==> config.mk <==
export PLATFORM = sky130hd
export DESIGN_NAME = axis_operand_pairer
export DESIGN_NICKNAME = d
export VERILOG_FILES = /design/src/rtl/axis_operand_pairer_pkg.sv /design/src/rtl/axis_operand_pairer.sv
export SDC_FILE = /design/constraint.sdc
export NUM_CORES = 1
export LEC_CHECK = 0
export CAP_MARGIN = 10
export CELL_PAD_IN_SITES_DETAIL_PLACEMENT = 1
export CELL_PAD_IN_SITES_GLOBAL_PLACEMENT = 1
export CORE_ASPECT_RATIO = 0.5
export CORE_MARGIN = 1.5
export CORE_UTILIZATION = 34
export CTS_BUF_LIST = sky130_fd_sc_hd__clkbuf_16
export CTS_CLUSTER_DIAMETER = 50
export CTS_CLUSTER_SIZE = 30
export DETAILED_ROUTE_END_ITERATION = 6
export GPL_TIMING_DRIVEN = 0
export HOLD_SLACK_MARGIN = 0.08
export MAX_ROUTING_LAYER = met4
export PLACE_DENSITY_LB_ADDON = 0.15
export SETUP_SLACK_MARGIN = 0.3
export SLEW_MARGIN = 20
export SYNTH_ARGS = -nofsm -noshare
export SYNTH_HDL_FRONTEND = slang
export SYNTH_SLANG_ARGS = --single-unit
==> constraint.sdc <==
create_clock -name clk -period 1.5 [get_ports clk]
set_input_delay 0.3 -clock clk [delete_from_list [all_inputs] [get_ports clk]]
set_output_delay 0.3 -clock clk [all_outputs]
set_load 0.01 [all_outputs]
==> src/rtl/axis_operand_pairer_pkg.sv <==
// Shared definitions for axis_operand_pairer: FSM state encoding and a
// saturating counter increment helper.
package axis_operand_pairer_pkg;

    localparam logic [0:0] S_EMPTY  = 1'b0;
    localparam logic [0:0] S_HAVE_A = 1'b1;

    // Increments value but sticks at the all-ones value of a width-bit counter (width <= 32).
    function automatic logic [31:0] sat_inc(input logic [31:0] value, input int unsigned width);
        logic [31:0] max_v;
        max_v = (width >= 32) ? 32'hFFFF_FFFF : ((32'd1 << width) - 32'd1);
        return (value >= max_v) ? max_v : value + 32'd1;
    endfunction

endpackage

==> src/rtl/axis_operand_pairer.sv <==
// Packs consecutive operand beats into {first, second} double-width beats.
// Define AXIS_PAIRER_ZERO_PAD_EN to emit {orphan, 0} for odd-length packets instead of dropping it.
module axis_operand_pairer #(
    parameter int c_WIDTH     = 8,
    parameter int c_CNT_WIDTH = 16
) (
    input  logic                   clk,
    input  logic                   rst,
    input  logic [c_WIDTH-1:0]     s_axis_tdata,
    input  logic                   s_axis_tvalid,
    input  logic                   s_axis_tlast,
    output logic                   s_axis_tready,
    output logic [2*c_WIDTH-1:0]   m_axis_tdata,
    output logic                   m_axis_tvalid,
    output logic                   m_axis_tlast,
    input  logic                   m_axis_tready,
    output logic [c_CNT_WIDTH-1:0] orphan_cnt
);
    import axis_operand_pairer_pkg::*;

    logic [0:0]             state_q,  state_d;
    logic [c_WIDTH-1:0]     hold_q,   hold_d;
    logic [2*c_WIDTH-1:0]   m_data_q, m_data_d;
    logic                   m_valid_q, m_valid_d;
    logic                   m_last_q,  m_last_d;
    logic [c_CNT_WIDTH-1:0] cnt_q,    cnt_d;
    logic                   out_free;
    logic                   accept;

    // The output slot can take a new pair if empty or draining this cycle.
    assign out_free = !m_valid_q || m_axis_tready;

    always_comb begin
        s_axis_tready = out_free;
        if (state_q == S_EMPTY) begin
`ifdef AXIS_PAIRER_ZERO_PAD_EN
            s_axis_tready = s_axis_tlast ? out_free : 1'b1;
`else
            s_axis_tready = 1'b1;
`endif
        end
    end

    assign accept = s_axis_tvalid && s_axis_tready;

    always_comb begin
        state_d   = state_q;
        hold_d    = hold_q;
        m_data_d  = m_data_q;
        m_valid_d = m_valid_q && !m_axis_tready;
        m_last_d  = m_last_q;
        cnt_d     = cnt_q;
        if (accept) begin
            case (state_q)
                S_EMPTY: begin
                    if (!s_axis_tlast) begin
                        hold_d  = s_axis_tdata;
                        state_d = S_HAVE_A;
                    end else begin
                        cnt_d = c_CNT_WIDTH'(sat_inc(32'(cnt_q), c_CNT_WIDTH));
`ifdef AXIS_PAIRER_ZERO_PAD_EN
                        m_data_d  = {s_axis_tdata, {c_WIDTH{1'b0}}};
                        m_valid_d = 1'b1;
                        m_last_d  = 1'b1;
`endif
                    end
                end
                default: begin
                    m_data_d  = {hold_q, s_axis_tdata};
                    m_valid_d = 1'b1;
                    m_last_d  = s_axis_tlast;
                    state_d   = S_EMPTY;
                end
            endcase
        end
    end

    always_ff @(posedge clk or posedge rst) begin
        if (rst) begin
            state_q   <= S_EMPTY;
            hold_q    <= '0;
            m_data_q  <= '0;
            m_valid_q <= 1'b0;
            m_last_q  <= 1'b0;
            cnt_q     <= '0;
        end else begin
            state_q   <= state_d;
            hold_q    <= hold_d;
            m_data_q  <= m_data_d;
            m_valid_q <= m_valid_d;
            m_last_q  <= m_last_d;
            cnt_q     <= cnt_d;
        end
    end

    assign m_axis_tdata  = m_data_q;
    assign m_axis_tvalid = m_valid_q;
    assign m_axis_tlast  = m_last_q;
    assign orphan_cnt    = cnt_q;

endmodule
==> metrics <==
dpl cell area ~2400 sq um; WHS Path Cells 4; CP startpoint kind flip-flop; Vias ~1600; Worst-Skew Late Latency around 280 ps; synth unique cells 33; WL per Instance approximately 18 microns; worst endpoint required time around 1700 ps; logic gate share of total power 0.344; Max Buffers Root-to-Sink 2; reg2reg path depth 4; worst slack at placement -716 ps; Tcrit/Tclk final 1.07; CTS tree yes; Slowest-stage cell, CP or3_4; CTS Hold Buffers Added 0; Ys Warns 0; Reg power frac 0.387; maxcap violations 0; Endpoint, Worst Hold m_axis_tvalid$_DFF_PP0_; DRT antenna net count 0; FF-to-FF End orphan_cnt[11]$_DFFE_PP0P_; worst ir drop on vdd 0.673 mV; clock sink total 43; fmax 0.625 GHz; io pins 48; Most Crowded Layer GR met2; Arrival @ worst endpoint 1810 ps; RSZ-0062 raised after global routing yes; Final Skew just over 3 ps; DR iter-0 viols 48; GR Layer Usage met1 0.225; DRT Pass-1 Iters 4; placed insts around 260; Slew Viols, Final 0; vias in the first global route 1550; fraction of layout cells with a size suffix above 1 0.591; Cell Rows 18; status complete, but fails checks; crit-path max cell delay ~420 ps; Critical Path Fanout Max 5; Final Hold Viols 0; die area between 5000 and 6000 sq um; Initial Utilization 0.362; pwr dens roughly 1500 nW/um^2; GRT overflow 0; Root Buffer clkbuf_16; Mapped Cells about 140; Layout Cells excl Fill between 300 and 400; dpl hpwl 2.80 mm; Synthesized Nets 158; area grow syn2layout 69.5%; Slew @ Worst Pin roughly 540 ps; reg2reg setup slack -100 ps; Sw Share 0.298; Tot Pwr 4.54 mW; initial antenna violation count 0; Die Wd ~110 microns; Min-Delay Path Class in2reg; CTS clock-pin slew for the worst setup and hold paths approximately 60 ps; setup TNS -774 ps; slew margin rel. 0.642; leakage ~1.5 nW; Critical Path End Type flip-flop; WS Path Type reg2reg; H-Tree Depth 2; M2 GR Usage 0.334; global-route total usage across every layer 0.187; final setup fails 13; switching power of the nets 1.35 mW; Vias/cell 4.96; # diodes 0; RR Startpoint state_q$_DFFE_PP0P_; FILL cells a little over 500; Die H between 50 and 60 microns; largest net degree at the start of global routing 23; Tmin final around 1600 ps; Synth Cell Area roughly 1800 sq um; Seq/Total Area, Yosys 0.586; failing checks setup timing; number of port buffers 47; critical path cell sequence nand3b_4, or3_4, or4_4, nand3_1; Pint approximately 3.2 mW; RD Place Congestion a little over 0.7; number of CTS-inserted buffers 5; HP Start m_axis_tready; Total Wirelength between 5 and 6 mm; final instance area roughly 3100 sq um; flops & latches, synth 43; Mean Syn Cell Area roughly 13 sq um; # nets final roughly 260; placeable core area a little over 5000 sq um; M3 GR Usage 0.0457; Final WS setup -99.5 ps; # DRC 0; Clk pwr share 0.270; first-pass GRT wire length slightly below 8 mm
-- final cells by class --
class                   count  area, sq um  share of cell area
repair inverters            1         7.51             0.00241
inverters                   4         18.8             0.00603
flip-flops and latches     43         1080               0.348
clock inverters             2         37.5              0.0121
plain buffers               2         28.8             0.00924
repair buffers             95          807               0.259
well taps                  70         87.6              0.0281
multi-input cells          95          917               0.295
clock buffers               5          125              0.0402
-- how the worst max path moves through the flow --
stage,endpoint,depth (start not counted),startpoint,slack (ps)
after global routing,orphan_cnt[5]$_DFFE_PP0P_,6,orphan_cnt[1]$_DFFE_PP0P_,-170
after floorplan,orphan_cnt[13]$_DFFE_PP0P_,4,state_q$_DFFE_PP0P_,-40
after detailed placement,hold_q[3]$_DFFE_PP0P_,3,s_axis_tvalid,-720
after CTS,orphan_cnt[11]$_DFFE_PP0P_,4,state_q$_DFFE_PP0P_,-90
final,orphan_cnt[11]$_DFFE_PP0P_,4,state_q$_DFFE_PP0P_,-100
after global placement,hold_q[7]$_DFFE_PP0P_,3,s_axis_tvalid,-680
-- what timing repair did --
action / in CTS / in global routing
endpoints found under the setup margin: 79 / 70
gates cloned: 1 / 1
pin swaps: 7 / 9
setup buffers: 31 / 16
gates resized for setup: 143 / 59
-- placed cells by master, fill, tap and decap left out, drive strengths merged, types with 2 or more instances in the layout --
cell type      Yosys  layout
and3               2       2
mux2i              3       3
nand3              8       8
clkinvlp           0       3
dfrtp             43      43
xor2               2       2
mux2              26      26
o31ai              2       2
inv                4       3
buf                1      72
or4                2       2
xnor2              6       6
clkdlybuf4s50      0       9
o21ai              2       2
nor4               3       3
clkbuf             1      18
nand2             18      18
nand4b             2       2
nand3b             2       2
nor2               6       6
nor3               2       2
-- sequential cells by signal (all words and copies together), names as in the netlist --
signal and cells:
hold_q 8, m_axis_tvalid 1, orphan_cnt 16, state_q 1, m_axis_tdata 16, m_axis_tlast 1
-- Yosys cell counts --
cell	n	area, sq um
or4_1	2	15.0
nand3b_1	1	7.51
xnor2_1	6	52.6
nor3_1	1	5.00
nand4b_1	1	8.76
and4_1	1	8.76
nor3b_2	1	12.5
and2_1	1	6.26
o21ai_1	1	5.00
nand4_1	1	6.26
buf_2	1	5.00
nand4b_2	1	15.0
clkbuf_1	1	3.75
mux2_2	25	282
a21oi_1	1	5.00
o31ai_1	2	15.0
mux2i_1	3	30.0
and3_1	2	12.5
dfrtp_1	43	1080
nor3_2	1	10.0
nor4_1	3	18.8
nand3b_4	1	20.0
xor2_1	2	17.5
nand2_1	18	67.6
inv_1	4	15.0
mux2_1	1	11.3
o21ai_0	1	5.00
a21o_1	1	7.51
ha_1	1	12.5
nand3_1	8	40.0
or3_4	1	11.3
nor2_1	6	22.5
nand2b_1	1	6.26
-- kinds of logic (layout without fill, tap and decap cells) --
logic type	Yosys count	after routing	synth area share
AND/OR/NAND/NOR	51	51	0.160
multiplexers	29	29	0.176
flip-flops	43	43	0.586
XOR/XNOR	8	8	0.0381
AO/OA/AOI/OAI	6	6	0.0204
buffers and inverters	6	109	0.0129
adder cells (fa/ha/maj)	1	1	0.00681
-- critical path: cells and delay by family, from the launching register on --
kind / cells / cell delay [ps]
simple gates: 4 / 1120
flops: 1 / 400
-- stage by stage --
| stage | hold slack [ps] | utilization |
|---|---|---|
| after global placement | 484 | 0.479 |
| after global routing | 470 | 0.614 |
| after detailed placement | 493 | 0.479 |
| after floorplan | 298 | - |
| after CTS | 507 | 0.572 |
| final | 439 | 0.614 |
-- power by group through the flow --
stage	sequential [mW]	clock [mW]	combinational (mW)
2_1_floorplan	1.84	0	0.437
6_report	1.75	1.22	1.56
5_1_grt	1.80	1.30	1.68
4_1_cts	1.71	1.24	1.39
3_3_place_gp	1.73	0	1.22
3_5_place_dp	1.75	0	1.24
-- metal layers --
layer	vias to the layer above	part of all wire
li1	714	-
met1	817	0.46
met2	36	0.50
met3	4	0.031
met4	0	0.0071
met5	-	0
(Power assumes the default switching activity.)
